==> src/rtl/instr_fetch_pkg.sv <==
// Shared types for the instruction fetch path: word type, opcode set,
// register names, fetch FSM states and the instruction-size helper.
package instr_fetch_pkg;

  localparam int word_length = 8;
  localparam int rom_length  = 256;

  typedef logic [word_length-1:0] word;

  typedef enum logic [3:0] {
    NOP  = 4'h0,
    ADD  = 4'h1,
    SUB  = 4'h2,
    ADDI = 4'h3,
    LI   = 4'h4,
    LD   = 4'h5,
    ST   = 4'h6,
    WO   = 4'h7,
    RI   = 4'h8,
    AND  = 4'h9,
    OR   = 4'hA,
    XOR  = 4'hB,
    SHL  = 4'hC,
    JMP  = 4'hD,
    JZ   = 4'hE,
    HLT  = 4'hF
  } opcode_t;

  typedef enum logic [1:0] {
    RegA = 2'd0,
    RegB = 2'd1,
    RegC = 2'd2,
    RegD = 2'd3
  } reg_t;

  typedef enum logic {
    BUBBLE = 1'b0,
    RUN    = 1'b1
  } fetch_state_t;

  // Immediate-form opcodes occupy two ROM words: opcode byte then immediate byte.
  function automatic logic has_imm(input opcode_t op);
    case (op)
      ADDI, LI, LD, ST, JMP, JZ: has_imm = 1'b1;
      default:                   has_imm = 1'b0;
    endcase
  endfunction

endpackage

==> src/rtl/instr_fetch.sv <==
// Instruction fetch: owns the PC, addresses the combinational ROM, registers
// the fetched opcode/immediate for decode and steps over immediates.
// A one-cycle bubble follows reset and every taken jump.
module instr_fetch
  import instr_fetch_pkg::*;
#(
  parameter int ADDR_W   = word_length,
  parameter int RESET_PC = 0
) (
  input  logic              clk,
  input  logic              rst,
  output logic [ADDR_W-1:0] mem_addr,
  input  logic [7:0]        mem_instr,
  input  logic [7:0]        mem_imm,
  input  logic              stall,
  input  logic              jmp_en,
  input  logic [ADDR_W-1:0] jmp_addr,
  output logic [7:0]        instr,
  output logic [7:0]        imm,
  output logic [ADDR_W-1:0] instr_pc,
  output logic              instr_valid
);

  fetch_state_t      state;
  logic [ADDR_W-1:0] pc_q;
  logic [ADDR_W-1:0] pc_next_p0;
  logic              two_word_p0;
  logic [7:0]        imm_sel_p0;

  logic [7:0]        instr_p1;
  logic [7:0]        imm_p1;
  logic [ADDR_W-1:0] instr_pc_p1;
  logic              vld_p1;

  assign mem_addr = pc_q;

  // Size the instruction at pc_q and form the sequential next PC (wraps modulo 2**ADDR_W).
  always_comb begin
    two_word_p0 = has_imm(opcode_t'(mem_instr[7:4]));
    imm_sel_p0  = two_word_p0 ? mem_imm : 8'h00;
    pc_next_p0  = two_word_p0 ? pc_q + ADDR_W'(2) : pc_q + ADDR_W'(1);
  end

  // ---- stage p0 -> p1: PC / FSM update and registered fetch outputs ----
  always_ff @(posedge clk) begin
    if (rst) begin
      pc_q        <= ADDR_W'(RESET_PC);
      state       <= BUBBLE;
      instr_p1    <= 8'h00;
      imm_p1      <= 8'h00;
      instr_pc_p1 <= '0;
      vld_p1      <= 1'b0;
    end else if (jmp_en) begin
      pc_q   <= jmp_addr;
      state  <= BUBBLE;
      vld_p1 <= 1'b0;
    end else if (!stall) begin
      instr_p1    <= mem_instr;
      imm_p1      <= imm_sel_p0;
      instr_pc_p1 <= pc_q;
      if (state == BUBBLE) begin
        vld_p1 <= 1'b0;
        state  <= RUN;
      end else begin
        vld_p1 <= 1'b1;
        pc_q   <= pc_next_p0;
      end
    end
  end

  assign instr       = instr_p1;
  assign imm         = imm_p1;
  assign instr_pc    = instr_pc_p1;
  assign instr_valid = vld_p1;

endmodule

==> config.mk <==
export PLATFORM = sky130hd
export DESIGN_NAME = instr_fetch
export DESIGN_NICKNAME = d
export VERILOG_FILES = /design/src/rtl/instr_fetch_pkg.sv /design/src/rtl/instr_fetch.sv
export SDC_FILE = /design/constraint.sdc
export NUM_CORES = 1
export LEC_CHECK = 0
export ABC_AREA = 1
export CAP_MARGIN = 25
export CORE_UTILIZATION = 47
export CTS_CLUSTER_SIZE = 10
export DETAILED_ROUTE_END_ITERATION = 12
export GPL_TIMING_DRIVEN = 0
export PLACE_DENSITY = 0.84
export REMOVE_ABC_BUFFERS = 1
export SLEW_MARGIN = 20
export SYNTH_ARGS = -nofsm -noshare
export SYNTH_HDL_FRONTEND = slang
export SYNTH_SLANG_ARGS = --single-unit
==> constraint.sdc <==
create_clock -name clk -period 2.1 [get_ports clk]
set_clock_uncertainty 0.2 [all_clocks]
set_input_delay 0.315 -clock clk [delete_from_list [all_inputs] [get_ports clk]]
set_output_delay 0.315 -clock clk [all_outputs]
set_load 0.05 [all_outputs]
# After elaboration in Yosys (flattened, before gate mapping)

Cells that the tools add are included.

Add/subtract/negate cells: 2
Reductions and logical operators: 5
Order comparisons: 0
Divide/modulo/power cells: 0
Eq/ne operators: 7
Bitwise operators: 2
$mul: 0
Shift-type cells: 0
Multiplexer cells: 7

Operators with widths:

| operator                                            | count |
|---|---|
| two-way mux 8 bit                                   | 5 |
| equality test 4 x 3 -> 1 bit, second input constant | 3 |
| adder 8 x 1 -> 8 bit, second input constant         | 1 |
| adder 8 x 2 -> 8 bit, second input constant         | 1 |
| equality test 4 bit, second input constant          | 2 |
| OR reduction 6 bit                                  | 1 |
| equality test 4 x 2 -> 1 bit, second input constant | 1 |
| AND reduction 2 bit                                 | 2 |
| two-way mux 1 bit                                   | 2 |
| != test 2 x 1 -> 1 bit, second input constant       | 1 |
| inverter 1 bit                                      | 2 |
| nonzero test 2 bit                                  | 1 |
| OR reduction 2 bit                                  | 1 |

Register bits after elaboration: 34
Logic and storage cells: 29
Input port bits: 28
Memory bits (writable): 0
Latch bits: 0
Memories kept: 0
Memory bits (read-only): 0
Output and inout port bits: 33

# Depth between registers and ports, before layout

Gate-level depths: netlist of run 1.

Word-level depth: 7
Mapped depth: 9
Depth with buffers taken out: 9

# Worst setup path after synthesis of run 1

No wires, ideal clock.

Path kind: register -> register
From: reg pc_q[2], in the netlist mem_addr[2]
To: reg pc_q[7], in the netlist mem_addr[7]
Stages on the path, launching flop included: 9
Data arrival time: 1565 ps
Path buffers: 0
Period minus slack after synthesis: 1882 ps
Slack: 218 ps
Data required time: 1783 ps
Setup time: 117 ps
Path through: dfxtp_1 -> ha_1 -> nand2_1 -> inv_1 -> nand3_1 -> nand3_1 -> nand3_1 -> nand2_1 -> a21oi_1

Longest elaborated chain between the ends: 5
Elaborated cells between the ends (all ways): 6
Classes of those cells: add/sub: 2; mux: 4

Ends and longest elaborated chain:

| element                                                      | RTL line          | RTL |
|---|---|---|
| start, declared                                              | instr_fetch.sv:25 | `logic [ADDR_W-1:0] pc_q;` |
| start signal, assigned                                       | instr_fetch.sv:47 | `pc_q <= ADDR_W'(RESET_PC);` |
| start signal, assigned                                       | instr_fetch.sv:54 | `pc_q <= jmp_addr;` |
| start signal, assigned                                       | instr_fetch.sv:66 | `pc_q <= pc_next_p0;` |
| adder 8 x 1 -> 8 bit or adder 8 x 2 -> 8 bit (tied branches) | instr_fetch.sv:41 | `pc_next_p0 = two_word_p0 ? pc_q + ADDR_W'(2) : pc_q + ADDR_W'(1);` |
| two-way mux 8 bit (*)                                        | instr_fetch.sv:41 |  |
| two-way mux 8 bit (*)                                        | instr_fetch.sv:61 | `if (state == BUBBLE) begin` |
| two-way mux 8 bit (*)                                        | instr_fetch.sv:57 | `end else if (!stall) begin` |
| two-way mux 8 bit (*)                                        | instr_fetch.sv:53 | `end else if (jmp_en) begin` |

Every way passes the cells marked *; elsewhere a longest branch is shown, timed or not. The select of a mux whose other input is x is not followed.
A chain may end at the register's enable or synchronous reset.

# Worst setup path in the final report of run 1

From: reg instr_pc_p1[2], in the netlist instr_pc[2]
To: out instr_pc[2]

RTL lines:

| element                | RTL line          | RTL |
|---|---|---|
| start, declared        | instr_fetch.sv:32 | `logic [ADDR_W-1:0] instr_pc_p1;` |
| start signal, assigned | instr_fetch.sv:60 | `instr_pc_p1 <= pc_q;` |
| end, declared          | instr_fetch.sv:20 | `output logic [ADDR_W-1:0] instr_pc,` |

No word-level cell between the ends.

==> flow_metrics.py, run 1 <==
metrics = {
    "worst_setup_path": {
        "timing_worst_setup_path_type": "flop to output port",
        "crit_buf_inv": 1,
        "crit_chain": "clkdlybuf4s50_1",
        "cp_slowest_cell": "clkdlybuf4s50_1",
        "max_stage_delay_ns": 0.81,
        "crit_required_ns": 1.58,
        "crit_family": "buffers and inverters",
        "start_kind": "flop",
        "cp_max_fo": 2,
        "cp-end-kind": "output port",
        "arrival_ns": 1.51,
    },
    "yosys": {
        "yosys_warnings": 0,
        "ys_ff_latch": 34,
        "ys_types": 28,
        "netlist_area_um2": 1640,
        "synth-seq-area-share": 0.416,
        "synthCells": 230,
        "syn_avg_cell_area_um2": 7.12,
    },
    "floorplan": {
        "io_pins": 61,
        "coreArea_um2": 3340,
        "start_util": 0.490,
        "die_w_um": 61.0,
        "row_count": 21,
        "dieArea_um2": 3720,
        "die_h_um": 61.0,
    },
    "routing": {
        "drc_errors": 0,
        "dr.pass1.iters": 4,
        "wirelength_um": 4290,
        "vias_per_cell": 5.13,
        "num_vias": 1717,
        "drtAntennaViolNets": 0,
        "drtIter0Drc": 90,
        "wire_per_inst_um": 12.8,
    },
    "clock_tree": {
        "cts_tree": "done",
        "h-tree-depth": 2,
        "worstSkewPairLatency_ns": 0.35,
        "path_clk_slew_ns": 0.10,
        "cts_root_buf": "clkbuf_4",
        "clockBufferDepth": 2,
        "postCtsSetupBuffers": 0,
        "clock_sinks": 34,
        "cts_inserted_buffers": 5,
    },
    "finish": {
        "stdcell_count": 335,
        "fin_nets": 318,
        "syn2layout_area_growth_pct": 42.1,
        "num_antenna_cells": 0,
        "utilization": 0.697,
        "final_common_cell": "clkdlybuf4s50_1",
        "final_cell_mix": "clkdlybuf4s50_1, nand2_1, dfxtp_1",
        "layout-drive-gt1-share": 0.0865,
        "num-fill-cells": 306,
        "fin_area_um2": 2330,
    },
    "timing": {
        "hold_violations": 0,
        "relSlewSlack": 0.434,
        "fin_crit_sh": 0.965,
        "finalSetupTns_ns": 0,
        "rsz0062_at_grt": "false",
        "setup_viol": 0,
        "finalCriticalPeriod_ns": 2.03,
        "drv_slew": 0,
        "whs_ns": 0.262,
        "max_freq_mhz": 493,
        "worst_pin_slew_ns": 0.849,
    },
    "power_and_ir_drop": {
        "cellLeakagePower_nw": 0.994,
        "switching_power_mw": 0.546,
        "p_seq_frac": 0.445,
        "p_per_area_nw_per_um2": 696,
        "cellInternalPower_mw": 1.07,
        "p_sw_frac": 0.337,
        "clockPowerShare": 0.283,
        "p_comb_frac": 0.271,
        "ir_drop_mv": 0.449,
    },
    "placement": {
        "place_area_um2": 2250,
        "dp.cells": 326,
        "gp_congestion": 0.859,
        "portBuffers": 60,
        "dpl.hpwl_um": 2800,
    },
    "global_route": {
        "grt_use_met2": 0.377,
        "grt_remaining_overflow": 0,
        "grt_start_max_net_pins": 43,
        "use_met3": 0.118,
        "grt_usage": 0.249,
        "use_met1": 0.308,
        "antenna_found_initial": 0,
        "grt_pass1_vias": 1503,
        "grt_pass1_wl_um": 6710,
        "grt_most_used_layer": "met2",
    },
    "run_status": {
        "status": "completed",
    },
    "min_path": {
        "hp-class": "flop to flop",
    },
    "run": {
        "maxCapViolations": 0,
    },
}
timing repair:
item | in CTS | in global routing
hold buffers | 0 | 0
pin swaps | 0 | 1
cloned | 0 | 1
gates resized for setup | 7 | 1
endpoints found under the setup margin | 7 | 11
cell families after synthesis:
family,Yosys count,synth area share
flip-flops,34,0.416
buffers and inverters,29,0.0757
XOR/XNOR,5,0.0268
AO/OA/AOI/OAI,62,0.203
adder cells (fa/ha/maj),2,0.0153
AND/OR/NAND/NOR,98,0.263
through the flow:
stage	worst slack, ns	power (mW)
after floorplan	0.216	1.00
after global placement	-0.845	1.17
after detailed placement	-0.367	1.17
after CTS	0.00176	1.62
after global routing	0.0175	1.69
final	0.0732	1.62
Yosys cell counts, drive strengths merged:
cell type	n	share of area
a21oi	27	0.089
o211ai	1	0.0046
ha	2	0.015
o21ai	30	0.092
xnor2	2	0.011
buf	6	0.023
nand4	2	0.0076
xor2	3	0.016
a31oi	1	0.0038
inv	19	0.044
o221ai	1	0.0054
nand3	16	0.055
o21bai	1	0.0046
o22ai	1	0.0038
clkbuf	4	0.0092
nor2	27	0.063
dfxtp	34	0.42
nand2	53	0.14
path summary, 6_finish.rpt:
check,start,end,slack (ns),cells after the start
setup reg to reg,mem_addr[2],mem_addr[7],0.39,8
hold reg to reg,instr_valid,instr_valid,0.26,2
setup / recovery,instr_pc[2],instr_pc[2],0.07,1
hold / removal,instr_valid,instr_valid,0.26,2
final cells by class:
cell class              instances  area [um2]  share of cell area
repair buffers                 60         594               0.256
well taps                      46        57.6              0.0247
inverters                      19        71.3              0.0307
flip-flops and latches         34         681               0.293
clock buffers                   8        78.8              0.0339
multi-input cells             168         843               0.363
sequential cells by signal, indices dropped and copies added (netlist names):
register / count
imm: 8
instr: 8
instr_pc: 8
instr_valid: 1
mem_addr: 8
state: 1
power by group through the flow:
stage	Clock, mW	Sequential, mW	Combinational [mW]
after CTS	0.459	0.720	0.436
after floorplan	0	0.870	0.132
after detailed placement	0	0.734	0.440
after global placement	0	0.734	0.434
final	0.459	0.721	0.439
after global routing	0.487	0.726	0.475
routing by layer:
layer  vias up  wire length (um)
li1        867                 -
met1       785              1900
met2        59              1930
met3         6               396
met4         0                60
met5         -                 0
worst register-to-register path, delay by kind of cell (launching register included):
kind / cells / cell delay (ns)
adders and majority gates: 1 / 0.28
DFF: 1 / 0.50
AOI/OAI and AO/OA: 2 / 0.22
and+or+nand+nor: 5 / 0.40
(Power assumes the default switching activity.)
==> inputs of run 2 (changes only) <==
Settings changed: CAP_MARGIN 25 to 20.
==> results of run 2 <==
No change in the layout: final DEF, timing and power equal those of run 1.
==> inputs of run 3 (changes only) <==
Settings changed: GPL_TIMING_DRIVEN 0 to default.
==> flow_metrics.py, run 3 (synthesis gave the netlist of run 1 again) <==
metrics = {
    "run_status": {
        "status": "completed",
    },
    "global_route": {
        "antenna_found_initial": 0,
        "grt_remaining_overflow": 0,
        "grt_use_met2": 0.407,
        "use_met1": 0.319,
        "grt_pass1_vias": 1585,
        "grt_start_max_net_pins": 37,
        "grt_pass1_wl_um": 6930,
        "grt_usage": 0.255,
        "grt_most_used_layer": "met2",
        "use_met3": 0.0903,
    },
    "placement": {
        "gp_congestion": 0.867,
        "dp.cells": 336,
        "dpl_worst_slack_ns": 0.139,
        "place_area_um2": 2320,
        "dpl.hpwl_um": 3120,
        "portBuffers": 60,
    },
    "timing": {
        "worst_pin_slew_ns": 0.514,
        "relSlewSlack": 0.657,
        "rsz0062_at_grt": "false",
        "finalSetupTns_ns": 0,
        "drv_slew": 0,
        "whs_ns": 0.260,
        "hold_violations": 0,
        "worst_slack_ns": 0.0588,
        "finalCriticalPeriod_ns": 2.04,
        "setup_viol": 0,
        "fin_crit_sh": 0.972,
        "max_freq_mhz": 490,
    },
    "floorplan": {
        "dieArea_um2": 3720,
        "start_util": 0.490,
        "row_count": 21,
        "io_pins": 61,
        "coreArea_um2": 3340,
        "die_h_um": 61.0,
        "die_w_um": 61.0,
    },
    "power_and_ir_drop": {
        "cellInternalPower_mw": 1.12,
        "p_comb_frac": 0.278,
        "p_per_area_nw_per_um2": 695,
        "p_sw_frac": 0.330,
        "p_seq_frac": 0.431,
        "switching_power_mw": 0.550,
        "clockPowerShare": 0.291,
        "ir_drop_mv": 0.466,
        "cellLeakagePower_nw": 1.02,
        "total_power_mw": 1.66,
    },
    "clock_tree": {
        "hold_buffers": 0,
        "cts_root_buf": "clkbuf_4",
        "clockBufferDepth": 2,
        "postCtsSetupBuffers": 0,
        "clock_sinks": 34,
        "worstSkewPairLatency_ns": 0.34,
        "cts_tree": "done",
        "h-tree-depth": 2,
        "path_clk_slew_ns": 0.11,
        "cts_inserted_buffers": 5,
    },
    "worst_setup_path": {
        "crit_buf_inv": 1,
        "cp_slowest_cell": "clkdlybuf4s50_1",
        "cp_max_fo": 2,
        "arrival_ns": 1.53,
        "crit_family": "buffers and inverters",
        "max_stage_delay_ns": 0.82,
        "crit_required_ns": 1.58,
        "cp-end-kind": "output port",
        "start_kind": "flop",
        "timing_worst_setup_path_type": "flop to output port",
        "r2r_cells": 9,
        "path_depth": 1,
        "crit_chain": "clkdlybuf4s50_1",
    },
    "routing": {
        "dr.pass1.iters": 4,
        "wirelength_um": 4250,
        "vias_per_cell": 5.18,
        "drtAntennaViolNets": 0,
        "drc_errors": 0,
        "num_vias": 1782,
        "wire_per_inst_um": 12.4,
        "drtIter0Drc": 100,
    },
    "finish": {
        "layout-drive-gt1-share": 0.128,
        "num_antenna_cells": 0,
        "final_common_cell": "clkdlybuf4s50_1",
        "final_cell_mix": "clkdlybuf4s50_1, nand2_1, dfxtp_1",
        "num-fill-cells": 283,
        "fin_area_um2": 2400,
        "fin_nets": 327,
        "stdcell_count": 344,
        "syn2layout_area_growth_pct": 46.5,
        "utilization": 0.718,
    },
    "min_path": {
        "hp-class": "flop to flop",
        "whs_path_depth": 2,
    },
    "run": {
        "maxCapViolations": 0,
    },
}
[run 3: power groups by stage]
stage	Sequential [mW]	Combinational (mW)	Clock [mW]
after floorplan	0.870	0.132	0
after global placement	0.731	0.457	0
after detailed placement	0.730	0.464	0
after CTS	0.717	0.465	0.493
after global routing	0.723	0.499	0.524
final	0.717	0.464	0.484
[run 3: final cells by class]
cell class	instances	area [um2]	share of cell area
flip-flops and latches	34	681	0.284
clock inverters	2	37.5	0.0157
inverters	19	71.3	0.0297
clock buffers	6	41.3	0.0172
multi-input cells	167	832	0.347
well taps	46	57.6	0.0240
repair buffers	70	677	0.282
[run 3: layer usage]
layer	part of all wire	vias up
met5	0	-
met4	0.017	0
met3	0.080	8
met2	0.46	67
met1	0.45	813
li1	-	894
[run 3: final timing paths]
kind	endpoint	from	slack, ns
max	instr[2]	instr[2]	0.06
min	instr_valid	instr_valid	0.26
max reg2reg	mem_addr[7]	mem_addr[1]	0.43
min reg2reg	instr_valid	instr_valid	0.26
[run 3: what timing repair did]
action,4_1_cts,5_1_grt
hold endpoints to repair,0,0
resized for setup,1,1
setup endpoints to repair,1,1
